**config.mk**
```make
export PLATFORM = sky130hd
export DESIGN_NAME = turbo_op_scheduler
export DESIGN_NICKNAME = d
export VERILOG_FILES = /design/src/rtl/turbo_op_scheduler_pkg.sv /design/src/rtl/turbo_op_scheduler_rr_arb2.sv /design/src/rtl/turbo_op_scheduler.sv
export SDC_FILE = /design/constraint.sdc
export NUM_CORES = 1
export LEC_CHECK = 0
export BUFFER_PORTS_ARGS = -buffer_cell sky130_fd_sc_hd__buf_2
export CAP_MARGIN = 0
export CORE_UTILIZATION = 45
export DETAILED_ROUTE_END_ITERATION = 8
export HOLD_SLACK_MARGIN = 0.03
export PLACE_DENSITY = 0.79
export SLEW_MARGIN = 10
export SYNTH_ARGS = -nofsm -noshare
export SYNTH_HDL_FRONTEND = slang
export SYNTH_HIERARCHICAL = 1
export SYNTH_SLANG_ARGS = --single-unit
```
**constraint.sdc**
```tcl
create_clock -name i_clk -period 3.7 [get_ports i_clk]
set_input_delay 0.37 -clock i_clk [delete_from_list [all_inputs] [get_ports i_clk]]
set_output_delay 0.37 -clock i_clk [all_outputs]
set_load 0.01 [all_outputs]
```
**src/rtl/turbo_op_scheduler_pkg.sv**
```systemverilog
// Shared constants and types for the Turbo PIFO root-engine op scheduler.
package turbo_pkg;

    localparam int PTW_DEF   = 16;
    localparam int MTW_DEF   = 32;
    localparam int ADW_DEF   = 16;
    localparam int ROOT_ADDR = 0;

    localparam logic OP_PUSH = 1'b0;
    localparam logic OP_POP  = 1'b1;

    typedef enum logic {
        READY = 1'b0,
        GAP   = 1'b1
    } sched_state_t;

    typedef struct packed {
        logic [MTW_DEF-1:0] meta;
        logic [PTW_DEF-1:0] prio;
    } elem_t;

endpackage

```
**src/rtl/turbo_op_scheduler_rr_arb2.sv**
```systemverilog
// Two-requester round-robin grant; requester 0 is push, requester 1 is pop.
module turbo_rr_arb2
    import turbo_pkg::*;
(
    input  logic       i_clk,
    input  logic       i_rst,
    input  logic [1:0] i_elig,
    input  logic [1:0] i_valid,
    output logic [1:0] o_ready
);

    logic ptr_q;
    logic ptr_d;
    logic contend;

    // Pointer names the favoured requester; after a contended grant it flips away from the winner.
    always_comb begin
        contend    = &(i_elig & i_valid);
        o_ready[0] = i_elig[0] && !(i_elig[1] && i_valid[1] && ptr_q);
        o_ready[1] = i_elig[1] && !(i_elig[0] && i_valid[0] && !ptr_q);
        ptr_d      = contend ? ~ptr_q : ptr_q;
    end

    always_ff @(posedge i_clk) begin
        if (i_rst) begin
            ptr_q <= 1'b0;
        end else begin
            ptr_q <= ptr_d;
        end
    end

endmodule

```
**src/rtl/turbo_op_scheduler.sv**
```systemverilog
// Push/pop sequencer for the root Turbo_Engine: arbitration, post-pop gap, occupancy, result return.
// Optional statistics counters are enabled by defining TURBO_SCHED_STATS_EN.
module turbo_op_scheduler
    import turbo_pkg::*;
#(
    parameter  int PTW      = PTW_DEF,
    parameter  int MTW      = MTW_DEF,
    parameter  int ADW      = ADW_DEF,
    parameter  int CAPACITY = 340,
    parameter  int POP_GAP  = 2,
    localparam int OCW      = $clog2(CAPACITY + 1)
) (
    input  logic                 i_clk,
    input  logic                 i_rst,
    input  logic                 i_push_valid,
    input  logic [MTW+PTW-1:0]   i_push_data,
    output logic                 o_push_ready,
    input  logic                 i_pop_valid,
    output logic                 o_pop_ready,
    output logic                 o_pop_res_valid,
    output logic [MTW+PTW-1:0]   o_pop_res_data,
    output logic                 o_eng_valid,
    output logic                 o_eng_op,
    output logic [MTW+PTW-1:0]   o_eng_data,
    output logic [ADW-1:0]       o_eng_addr,
    input  logic                 i_eng_res_valid,
    input  logic [MTW+PTW-1:0]   i_eng_res_data,
    output logic [OCW-1:0]       o_occupancy,
    output logic                 o_full,
`ifdef TURBO_SCHED_STATS_EN
    output logic [31:0]          o_stat_push_cnt,
    output logic [31:0]          o_stat_pop_cnt,
    output logic [31:0]          o_stat_stall_cnt,
`endif
    output logic                 o_empty
);

    localparam int DW = MTW + PTW;

    sched_state_t   state_q, state_d;
    logic [3:0]     gap_cnt_q, gap_cnt_d;
    logic [OCW-1:0] occ_q, occ_d;
    logic           eng_valid_q, eng_valid_d;
    logic           eng_op_q, eng_op_d;
    logic [DW-1:0]  eng_data_q, eng_data_d;
    logic           res_valid_q, res_valid_d;
    logic [DW-1:0]  res_data_q, res_data_d;

    logic       full;
    logic       empty;
    logic       push_ok;
    logic       pop_ok;
    logic [1:0] arb_ready;
    logic       push_ready;
    logic       pop_ready;
    logic       push_acc;
    logic       pop_acc;

    assign full    = (occ_q == OCW'(CAPACITY));
    assign empty   = (occ_q == '0);
    assign push_ok = (state_q == READY) && !full;
    assign pop_ok  = (state_q == READY) && !empty;

    turbo_rr_arb2 u_arb (
        .i_clk   (i_clk),
        .i_rst   (i_rst),
        .i_elig  ({pop_ok, push_ok}),
        .i_valid ({i_pop_valid, i_push_valid}),
        .o_ready (arb_ready)
    );

    assign push_ready = arb_ready[0] && !i_rst;
    assign pop_ready  = arb_ready[1] && !i_rst;
    assign push_acc   = i_push_valid && push_ready;
    assign pop_acc    = i_pop_valid && pop_ready;

    always_comb begin
        state_d     = state_q;
        gap_cnt_d   = gap_cnt_q;
        occ_d       = occ_q;
        eng_valid_d = push_acc || pop_acc;
        eng_op_d    = pop_acc ? OP_POP : OP_PUSH;
        eng_data_d  = push_acc ? i_push_data : '0;
        res_valid_d = i_eng_res_valid;
        res_data_d  = i_eng_res_data;
        if (push_acc) begin
            occ_d = occ_q + 1'b1;
        end else if (pop_acc) begin
            occ_d = occ_q - 1'b1;
        end
        case (state_q)
            READY: begin
                if (pop_acc) begin
                    state_d   = GAP;
                    gap_cnt_d = 4'(POP_GAP);
                end
            end
            GAP: begin
                gap_cnt_d = gap_cnt_q - 1'b1;
                if (gap_cnt_q == 4'd1) begin
                    state_d = READY;
                end
            end
            default: state_d = READY;
        endcase
    end

    always_ff @(posedge i_clk) begin
        if (i_rst) begin
            state_q     <= READY;
            gap_cnt_q   <= '0;
            occ_q       <= '0;
            eng_valid_q <= 1'b0;
            eng_op_q    <= OP_PUSH;
            eng_data_q  <= '0;
            res_valid_q <= 1'b0;
            res_data_q  <= '0;
        end else begin
            state_q     <= state_d;
            gap_cnt_q   <= gap_cnt_d;
            occ_q       <= occ_d;
            eng_valid_q <= eng_valid_d;
            eng_op_q    <= eng_op_d;
            eng_data_q  <= eng_data_d;
            res_valid_q <= res_valid_d;
            res_data_q  <= res_data_d;
        end
    end

    // Every output is forced low while reset is held, including flags derived from occupancy.
    assign o_push_ready    = push_ready;
    assign o_pop_ready     = pop_ready;
    assign o_eng_valid     = eng_valid_q && !i_rst;
    assign o_eng_op        = eng_op_q && !i_rst;
    assign o_eng_data      = i_rst ? '0 : eng_data_q;
    assign o_eng_addr      = ADW'(ROOT_ADDR);
    assign o_pop_res_valid = res_valid_q && !i_rst;
    assign o_pop_res_data  = i_rst ? '0 : res_data_q;
    assign o_occupancy     = i_rst ? '0 : occ_q;
    assign o_full          = full && !i_rst;
    assign o_empty         = empty && !i_rst;

`ifdef TURBO_SCHED_STATS_EN
    logic [31:0] push_cnt_q, push_cnt_d;
    logic [31:0] pop_cnt_q, pop_cnt_d;
    logic [31:0] stall_cnt_q, stall_cnt_d;
    logic        stall;

    // A stall is a cycle with some request pending but no acceptance.
    always_comb begin
        stall       = (i_push_valid || i_pop_valid) && !push_acc && !pop_acc;
        push_cnt_d  = push_cnt_q;
        pop_cnt_d   = pop_cnt_q;
        stall_cnt_d = stall_cnt_q;
        if (push_acc && (push_cnt_q != '1)) push_cnt_d = push_cnt_q + 1'b1;
        if (pop_acc && (pop_cnt_q != '1)) pop_cnt_d = pop_cnt_q + 1'b1;
        if (stall && (stall_cnt_q != '1)) stall_cnt_d = stall_cnt_q + 1'b1;
    end

    always_ff @(posedge i_clk) begin
        if (i_rst) begin
            push_cnt_q  <= '0;
            pop_cnt_q   <= '0;
            stall_cnt_q <= '0;
        end else begin
            push_cnt_q  <= push_cnt_d;
            pop_cnt_q   <= pop_cnt_d;
            stall_cnt_q <= stall_cnt_d;
        end
    end

    assign o_stat_push_cnt  = i_rst ? '0 : push_cnt_q;
    assign o_stat_pop_cnt   = i_rst ? '0 : pop_cnt_q;
    assign o_stat_stall_cnt = i_rst ? '0 : stall_cnt_q;
`endif

endmodule
```
==> results of run 1 <==
-- final cells by class --
type | count | area, sq um | area share, %
Tap cell | 133 | 166 | 2.71
Inverter | 9 | 33.8 | 0.550
Timing Repair Buffer | 214 | 1080 | 17.6
Multi-Input combinational cell | 318 | 2030 | 33.0
Sequential cell | 114 | 2280 | 37.1
Clock buffer | 18 | 418 | 6.80
Clock inverter | 13 | 138 | 2.24
-- sequential cells by signal, summed over array words and instances (netlist names) --
name / flops
eng_valid_q: 1
eng_data_q: 48
state_q: 1
u_arb/ptr_q: 1
res_valid_q: 1
res_data_q: 48
occ_q: 9
eng_op_q: 1
gap_cnt_q: 4
-- Yosys cell counts (2+ instances only) --
library cell	n	area share (%)
nand2_1	12	1.0
dfxtp_1	114	51
ha_1	9	2.5
nand2b_1	2	0.28
o21a_1	4	0.67
nor4_1	2	0.28
and3_1	2	0.28
nor2_1	12	1.0
a31oi_1	3	0.42
and2_1	48	6.7
nor2b_1	158	22
buf_2	2	0.22
a211oi_1	4	0.67
buf_4	16	2.7
nor3_1	2	0.22
or4_1	2	0.33
clkbuf_1	23	1.9
inv_1	9	0.75
a21o_1	3	0.50
a21oi_1	7	0.78
xor2_1	2	0.39
o21ai_0	11	1.2
mux2_2	2	0.50
a311oi_1	2	0.39
-- layer usage --
layer | GRT usage, % | up-vias | share of wire (%)
li1 | - | 1863 | -
met1 | 20.5 | 1631 | 42
met2 | 31.9 | 145 | 52
met3 | 5.88 | 3 | 6.6
met4 | 8.02 | 0 | 0.19
met5 | 0 | - | 0
-- worst reg2reg max path, stage by stage (launching register included) --
cell	delay, ns
dfxtp_1	0.32
or4_1	0.55
nor2_2	0.17
a21oi_1	0.13
a31oi_1	0.23
nand2_1	0.09
or2_2	0.40
ha_1	0.39
nor2b_4	0.18
o31a_4	0.16
a41oi_2	0.17
or4_1	0.44
o311ai_0	0.10
-- logic make-up after synthesis --
| logic type | share of synthesized area [%] |
|---|---|
| AOI/OAI and AO/OA | 6.12 |
| xor gates and xnor gates | 0.584 |
| adders and majority gates | 2.95 |
| buffers and inverters | 5.65 |
| DFF | 50.8 |
| muxes | 1.06 |
| other | 0.0834 |
| and+or+nand+nor | 32.8 |
-- per-stage QoR --
step / cells / setup WS, ns / total power, mW / area [sq um]
CTS: 819 / 0.213 / 3.82 / 6130
global placement: 788 / 0.437 / 2.25 / 5580
detailed placement: 788 / 0.219 / 2.30 / 5580
global route: 819 / 0.00343 / 4.01 / 6140
floorplan: 483 / 0.505 / 2.06 / 4550
finish: 819 / 0.259 / 3.81 / 6140
-- final timing paths --
| kind | from | end | slack (ns) | cells past startpoint |
|---|---|---|---|---|
| worst max-delay path | occ_q[1] | occ_q[8] | 0.26 | 12 |
| worst min-delay path | i_push_data[3] | eng_data_q[3] | 0.07 | 2 |
| worst max register to register | occ_q[1] | occ_q[8] | 0.26 | 12 |
| worst min register to register | gap_cnt_q[3] | gap_cnt_q[3] | 0.52 | 1 |
-- what timing repair did --
action,4_1_cts,5_1_grt
endpoints found under the setup margin,0,2
gates resized for setup,0,2
hold buffers,0,0
-- power by group --
part	leakage, nW	switching, mW	total (mW)	internal (mW)
clock	0.267	0.553	1.51	0.953
combinational	1.85	0.468	0.874	0.406
sequential	0.942	0.0733	1.43	1.36
==> flow_summary.yaml, run 1 <==
run_status:
  status: "complete, no violations"
grt:
  grt_overflow: 0
  grt_max_degree: 124
  grt_pass1_vias: 3246
  grt_pass1_wl_mm: 14.8
  gr-usage-all-layers_pct: 18.3
  antenna_found_initial: 0
critical_path:
  end_kind: "flip-flop"
  worst_setup_path_start_kind: "flip-flop"
  cp_common_cell: "or4_1"
  cp_slowest_cell: "or4_1"
  critPathArrivalTime_ns: 3.82
  path_cells: "or4_1 -> nor2_2 -> a21oi_1 -> a31oi_1 -> nand2_1 -> or2_2 -> ha_1 -> nor2b_4 -> o31a_4 -> a41oi_2 -> or4_1 -> o311ai_0"
  crit_family: "simple AND/OR/NAND/NOR gates"
  slowest_delay_ns: 0.55
  crit_fanout: 10
  path_class: "flip-flop to flip-flop"
  path_buf_inv: 0
  cp.required_ns: 4.08
floorplanning:
  die_width_microns: 102
  boundaryPins: 229
  start_util_pct: 46.2
  die_area_sq_um: 10400
  design.core.area_sq_um: 9730
  num_rows: 36
  die_y_microns: 102
timing:
  max_slew.worst_pin.slew_ns: 1.13
  fin_setup_tns_ns: 0
  period_needed_ns: 3.44
  fmax_mhz: 291
  rsz0062_at_grt: "false"
  slew_violations: 0
  slew_headroom_pct: 24.5
  whs_ns: 0.0690
  hold_viol: 0
  finalCritPeriodShare_pct: 93.0
  skew_ns: 0.00627
  setup_viol: 0
synthesis:
  synth-seq-cells: 114
  syn-instance-count: 468
  synth_edf_count: 0
  synth_area_sq_um: 4500
  yosysSeqAreaShare_pct: 50.8
  yosysUniqueCellTypes: 41
  avgSynthCellArea_sq_um: 9.61
  yosysWarnings: 6
  async_flop_share_pct: 0
  synth_ff_type: "dfxtp_1"
clocking:
  h-tree-depth: 4
  clk_pin_slew_ns: 0.06
  cts_num_sinks: 114
  cts-root-buf: "clkbuf_8"
  cts_setup_buffers: 0
  clk_latency_ns: 0.49
  cts.path.max_buffers: 2
  cts_tree: "done"
  cts_made_buffers: 17
routing:
  avgViaCountPerCell: 4.45
  drtAntennaViolNets: 0
  wirelength_mm: 9.99
  drt_iter0_drc: 150
  wl_per_cell_microns: 12.2
  vias: 3642
  post-route-drc-count: 0
  firstDrtPassIters: 6
cells_and_area:
  diodes: 0
  postLayoutCoreUtil_pct: 63.1
  final_cell_mix: "buf_2, nor2b_1, dfxtp_1"
  area_growth_pct: 36.6
  fillers: 831
  layout_commonest_cell: "buf_2"
  layout-drive-gt1-share_pct: 36.7
  nets: 785
placement:
  gp_congestion: 0.790
  numPortBuffers: 212
  dp_hpwl_mm: 7.11
power:
  peakVddDrop_v: 0.000298
  p_per_area_nw_per_um2: 620
  cellLeakagePower_nw: 3.06
job:
  max_cap_violations: 0
worst_hold_path:
  min_path_type: "input pin to flip-flop"
Note: power is estimated with default switching activity, not from simulation.
==> run 2: changes to the inputs <==
--- a/config.mk
+++ b/config.mk
@@ -7,10 +7,10 @@
 export LEC_CHECK = 0
 export BUFFER_PORTS_ARGS = -buffer_cell sky130_fd_sc_hd__buf_2
 export CAP_MARGIN = 0
-export CORE_UTILIZATION = 45
+export CORE_UTILIZATION = 49
 export DETAILED_ROUTE_END_ITERATION = 8
 export HOLD_SLACK_MARGIN = 0.03
-export PLACE_DENSITY = 0.79
+export PLACE_DENSITY = 0.85
 export SLEW_MARGIN = 10
 export SYNTH_ARGS = -nofsm -noshare
 export SYNTH_HDL_FRONTEND = slang
==> constraint.sdc (replaced) <==
create_clock -name i_clk -period 4 [get_ports i_clk]
set_input_delay 0.4 -clock i_clk [delete_from_list [all_inputs] [get_ports i_clk]]
set_output_delay 0.4 -clock i_clk [all_outputs]
set_load 0.01 [all_outputs]
==> run 2 against run 1 <==
The flow now finishes with violations (DRC). Sequential cell count unchanged. Register-to-register slack better by 0.31 ns. Sequential share of layout area about the same. Critical path depth unchanged. Largest cell class unchanged.
==> flow_summary.yaml, run 2 (synthesized netlist as in run 1, its figures left out) <==
cells_and_area:
  final_cell_count_no_fill: 796
  design_area_sq_um: 6140
  nets: 786
  final_cell_mix: "buf_2, nor2b_1, dfxtp_1"
  area_growth_pct: 36.5
  diodes: 0
  reg_top3: "eng_data_q (48), res_data_q (48), occ_q (9)"
  layout-drive-gt1-share_pct: 36.3
  layout_commonest_cell: "buf_2"
worst_hold_path:
  hold_start: "i_push_data[46]"
  hold_end: "eng_data_q[46]"
  hold_depth: 2
  min_path_type: "input pin to flip-flop"
timing:
  setup_viol: 0
  max_slew.worst_pin.slew_ns: 0.558
  rsz0062_at_grt: "false"
  slew_headroom_pct: 62.8
  period_needed_ns: 3.44
  setup_ws_ns: 0.564
  finalCritPeriodShare_pct: 85.9
  skew_ns: 0.0104
  fmax_mhz: 291
  slew_violations: 0
  fin_setup_tns_ns: 0
  hold_viol: 0
clocking:
  cts.path.max_buffers: 2
  cts_num_sinks: 114
  h-tree-depth: 4
  cts_tree: "done"
  clk_pin_slew_ns: 0.06
  postCtsHoldBufs: 0
  cts-root-buf: "clkbuf_8"
  clk_latency_ns: 0.50
  cts_setup_buffers: 0
  cts_made_buffers: 17
  post_cts_resized: 0
power:
  cellLeakagePower_nw: 3.07
  p_total_mw: 3.58
  peakVddDrop_v: 0.000315
  p_per_area_nw_per_um2: 582
critical_path:
  worst_setup_path_start_kind: "flip-flop"
  end_kind: "flip-flop"
  path_cells: "or4_1 -> nor2_1 -> a21oi_1 -> a31oi_1 -> nand2_1 -> or2_2 -> ha_1 -> nor2b_4 -> o31a_4 -> a41oi_1 -> or4_1 -> o311ai_0"
  r2r_slack_ns: 0.56
  cp_common_cell: "or4_1"
  path_buf_inv: 0
  cp_slowest_cell: "or4_1"
  crit_fanout: 10
  reg2reg_depth: 12
  critPathArrivalTime_ns: 3.79
  crit-reg2reg-launch: "occ_q[1]"
  r2r-end: "occ_q[8]"
  path_class: "flip-flop to flip-flop"
  cp.required_ns: 4.36
  crit_family: "simple AND/OR/NAND/NOR gates"
  slowest_delay_ns: 0.51
floorplanning:
  num_rows: 34
  boundaryPins: 229
  die_y_microns: 97.8
  start_util_pct: 51.1
  die_area_sq_um: 9560
  die_width_microns: 97.8
  design.core.area_sq_um: 8810
routing:
  avgViaCountPerCell: 4.66
  post-route-drc-count: 28
  drtAntennaViolNets: 0
  wl_per_cell_microns: 12.8
  wl_met2_mm: 5.01
  wirelength_mm: 10.2
  wl_met3_microns: 901
  wl_met1_mm: 4.05
  vias: 3708
  firstDrtPassIters: 6
  highest_layer: "met4"
  drt_iter0_drc: 108
placement:
  numPortBuffers: 212
  gp_congestion: 0.889
  placed_area_sq_um: 5550
  dpl_worst_slack_ns: 0.611
  place_inst: 764
  dp_hpwl_mm: 7.37
grt:
  grt_pass1_wl_mm: 16.0
  grt_max_degree: 59
  antenna_found_initial: 0
  grt_pass1_vias: 3447
  grt_overflow: 0
  gr-usage-all-layers_pct: 21.3
run_status:
  status: "complete, but fails checks"
  violations: "DRC"
job:
  max_cap_violations: 0
## run 2: per-layer routing
layer,vias up,GRT usage [%]
met3,23,8.52
met2,179,36.3
met1,1645,23.3
li1,1861,-
met5,-,0
met4,0,9.56
## run 2: worst register-to-register path, stage by stage (launching register included)
cell and delay, ns:
dfxtp_1 0.33, or4_1 0.51, nor2_1 0.23, a21oi_1 0.16, a31oi_1 0.23, nand2_1 0.09
or2_2 0.39, ha_1 0.37, nor2b_4 0.15, o31a_4 0.29, a41oi_1 0.28, or4_1 0.15
o311ai_0 0.10
## run 2: stage by stage
step | hold slack, ns | util (%)
detailed placement | 0.475 | 63.1
global placement | 0.467 | 63.1
CTS | 0.0715 | 69.7
floorplan | 0.449 | -
finish | 0.0946 | 69.7
global route | 0.0688 | 69.7
## run 2: cell type report
type	count	area [sq um]
clock inverter	12	159
timing repair buffer	215	1090
sequential	114	2280
fill	701	2670
inverter	9	33.8
multi-input combinational	318	2020
clock buffer	20	425
tap	108	135
## run 2: power by group
group	switching [mW]	internal (mW)	total [mW]	leakage [nW]
clock	0.517	0.950	1.47	0.268
combinational	0.418	0.370	0.788	1.86
sequential	0.0669	1.25	1.32	0.942
total	1.00	2.57	3.58	3.07
## run 2: how the worst max path moves through the flow
stage                           to      from  slack [ns]  cells past startpoint
final                     occ_q[8]  occ_q[1]        0.56                     12
after CTS                 occ_q[8]  occ_q[1]        0.60                     12
after detailed placement  occ_q[8]  occ_q[1]        0.61                     12
after floorplan           occ_q[6]  occ_q[1]        0.80                     14
after global placement    occ_q[8]  occ_q[1]        0.75                     12
after global routing      occ_q[5]  occ_q[1]        0.35                     12
==> run 3: changes to the inputs <==
--- a/config.mk
+++ b/config.mk
@@ -7,10 +7,10 @@
 export LEC_CHECK = 0
 export BUFFER_PORTS_ARGS = -buffer_cell sky130_fd_sc_hd__buf_2
 export CAP_MARGIN = 0
-export CORE_UTILIZATION = 49
+export CORE_UTILIZATION = 45
 export DETAILED_ROUTE_END_ITERATION = 8
 export HOLD_SLACK_MARGIN = 0.03
-export PLACE_DENSITY = 0.85
+export PLACE_DENSITY = 0.79
 export SLEW_MARGIN = 10
 export SYNTH_ARGS = -nofsm -noshare
 export SYNTH_HDL_FRONTEND = slang
==> run 3 against run 2 <==
The run still ends with DRC left. First-iteration DRC count down 20%. Core utilization down 6.4 points. Sequential share of layout area down 0.11 points. Fmax down 1.1%. Non-clock buffer count down 1. Register-to-register slack worse by 0.04 ns. Critical path type unchanged. Critical endpoint unchanged.
==> flow_summary.yaml, run 3 (synthesized netlist as in run 1, its figures left out) <==
run_status:
  status: "complete, but fails checks"
  violations: "DRC"
grt:
  grt_pass1_wl_mm: 14.1
  grt_overflow: 0
  grt_pass1_vias: 3220
  antenna_found_initial: 0
  gr-usage-all-layers_pct: 17.5
  grt_max_degree: 123
timing:
  fin_setup_tns_ns: 0
  period_needed_ns: 3.48
  rsz0062_at_grt: "false"
  max_slew.worst_pin.slew_ns: 1.13
  skew_ns: 0.0147
  setup_viol: 0
  slew_violations: 0
  hold_viol: 0
  setup_ws_ns: 0.525
  finalCritPeriodShare_pct: 86.9
  slew_headroom_pct: 24.9
  fmax_mhz: 288
routing:
  drtAntennaViolNets: 0
  post-route-drc-count: 2
  avgViaCountPerCell: 4.42
  drt_iter0_drc: 86
  vias: 3624
  wl_per_cell_microns: 11.8
  wirelength_mm: 9.64
  firstDrtPassIters: 9
critical_path:
  path_class: "flip-flop to flip-flop"
  cp.required_ns: 4.34
  reg2reg_depth: 12
  critPathArrivalTime_ns: 3.82
  r2r-end: "occ_q[8]"
  worst_setup_path_start_kind: "flip-flop"
  r2r_slack_ns: 0.52
  crit_fanout: 10
  startpoint: "occ_q[1]"
  end_kind: "flip-flop"
  path_cells: "or4_1 -> nor2_1 -> a21oi_1 -> a31oi_1 -> nand2_1 -> or2_2 -> ha_1 -> nor2b_4 -> o31a_4 -> a41oi_1 -> or4_1 -> o311ai_0"
  cp_common_cell: "or4_1"
  crit-reg2reg-launch: "occ_q[1]"
  cp_slowest_cell: "or4_1"
  slowest_delay_ns: 0.53
  endpoint: "occ_q[8]"
cells_and_area:
  design_area_sq_um: 6160
  final_cell_mix: "buf_2, nor2b_1, dfxtp_1"
  multi_input_area_sq_um: 2020
  final_cell_count_no_fill: 819
  fillers: 840
  diodes: 0
  layout-drive-gt1-share_pct: 36.4
  reg_top3: "eng_data_q (48), res_data_q (48), occ_q (9)"
  ff_latch_area_sq_um: 2280
  area_growth_pct: 36.9
  layout_commonest_cell: "buf_2"
  nets: 785
clocking:
  post_cts_resized: 0
  cts_setup_buffers: 0
  clk_latency_ns: 0.50
  postCtsHoldBufs: 0
  h-tree-depth: 4
  cts_tree: "done"
  cts_made_buffers: 17
  cts.path.max_buffers: 2
  cts-root-buf: "clkbuf_8"
  clk_pin_slew_ns: 0.06
  cts_num_sinks: 114
floorplanning:
  design.core.area_sq_um: 9730
  num_rows: 36
  die_area_sq_um: 10400
  die_y_microns: 102
  die_width_microns: 102
  boundaryPins: 229
  start_util_pct: 46.2
placement:
  placed_area_sq_um: 5580
  numPortBuffers: 212
  dpl_worst_slack_ns: 0.589
  gp_congestion: 0.756
  place_inst: 788
  dp_hpwl_mm: 6.90
worst_hold_path:
  min_path_type: "input pin to flip-flop"
power:
  p_comb_share_pct: 22.0
  switching_share_pct: 27.9
  p_per_area_nw_per_um2: 578
  intPower_mw: 2.57
  clock_power_share_pct: 41.0
  peakVddDrop_v: 0.000379
  pwr-share-seq_pct: 37.0
  p_switching_mw: 0.991
  p_total_mw: 3.56
  cellLeakagePower_nw: 3.07
job:
  max_cap_violations: 0
## run 3: power by group through the flow
stage | combinational [mW] | clock, mW | sequential, mW
4_1_cts | 0.785 | 1.50 | 1.32
2_1_floorplan | 0.589 | 0 | 1.31
5_1_grt | 0.874 | 1.55 | 1.33
3_3_place_gp | 0.745 | 0 | 1.34
3_5_place_dp | 0.777 | 0 | 1.34
6_report | 0.782 | 1.46 | 1.32
## run 3: per-layer routing
metal / global-route usage, % / wire length (microns)
met1: 18.8 / 3940
met2: 30.1 / 4760
met3: 7.11 / 785
met4: 8.13 / 146
met5: 0 / 0
## run 3: final cells by class
class                           count  area share (%)
Sequential cell                   114            37.1
Multi-Input combinational cell    318            32.8
Timing Repair Buffer              214            17.5
Clock buffer                       18            6.79
Tap cell                          133            2.70
Clock inverter                     13            2.62
Inverter                            9           0.549
## run 3: worst min path at each step
stage	start	endpoint	slack, ns	cells after the start
after detailed placement	gap_cnt_q[3]	gap_cnt_q[3]	0.49	1
final	i_push_data[5]	eng_data_q[5]	0.1	2
after global routing	i_push_data[45]	eng_data_q[45]	0.07	2
after CTS	i_push_data[5]	eng_data_q[5]	0.07	2
after global placement	gap_cnt_q[3]	gap_cnt_q[3]	0.48	1
after floorplan	gap_cnt_q[3]	gap_cnt_q[3]	0.45	1
## run 3: worst max-delay path: cells and delay by family (launching register included)
family / cells / cell delay (ns)
DFF: 1 / 0.33
adders and majority gates: 1 / 0.36
AOI/OAI and AO/OA: 5 / 1.06
and+or+nand+nor: 6 / 1.56
## run 3: per-stage QoR
stage / util [%] / hold WS [ns]
3_5_place_dp: 57.3 / 0.490
4_1_cts: 63.3 / 0.0697
5_1_grt: 63.3 / 0.0706
2_1_floorplan: - / 0.449
3_3_place_gp: 57.3 / 0.475
6_report: 63.3 / 0.0973
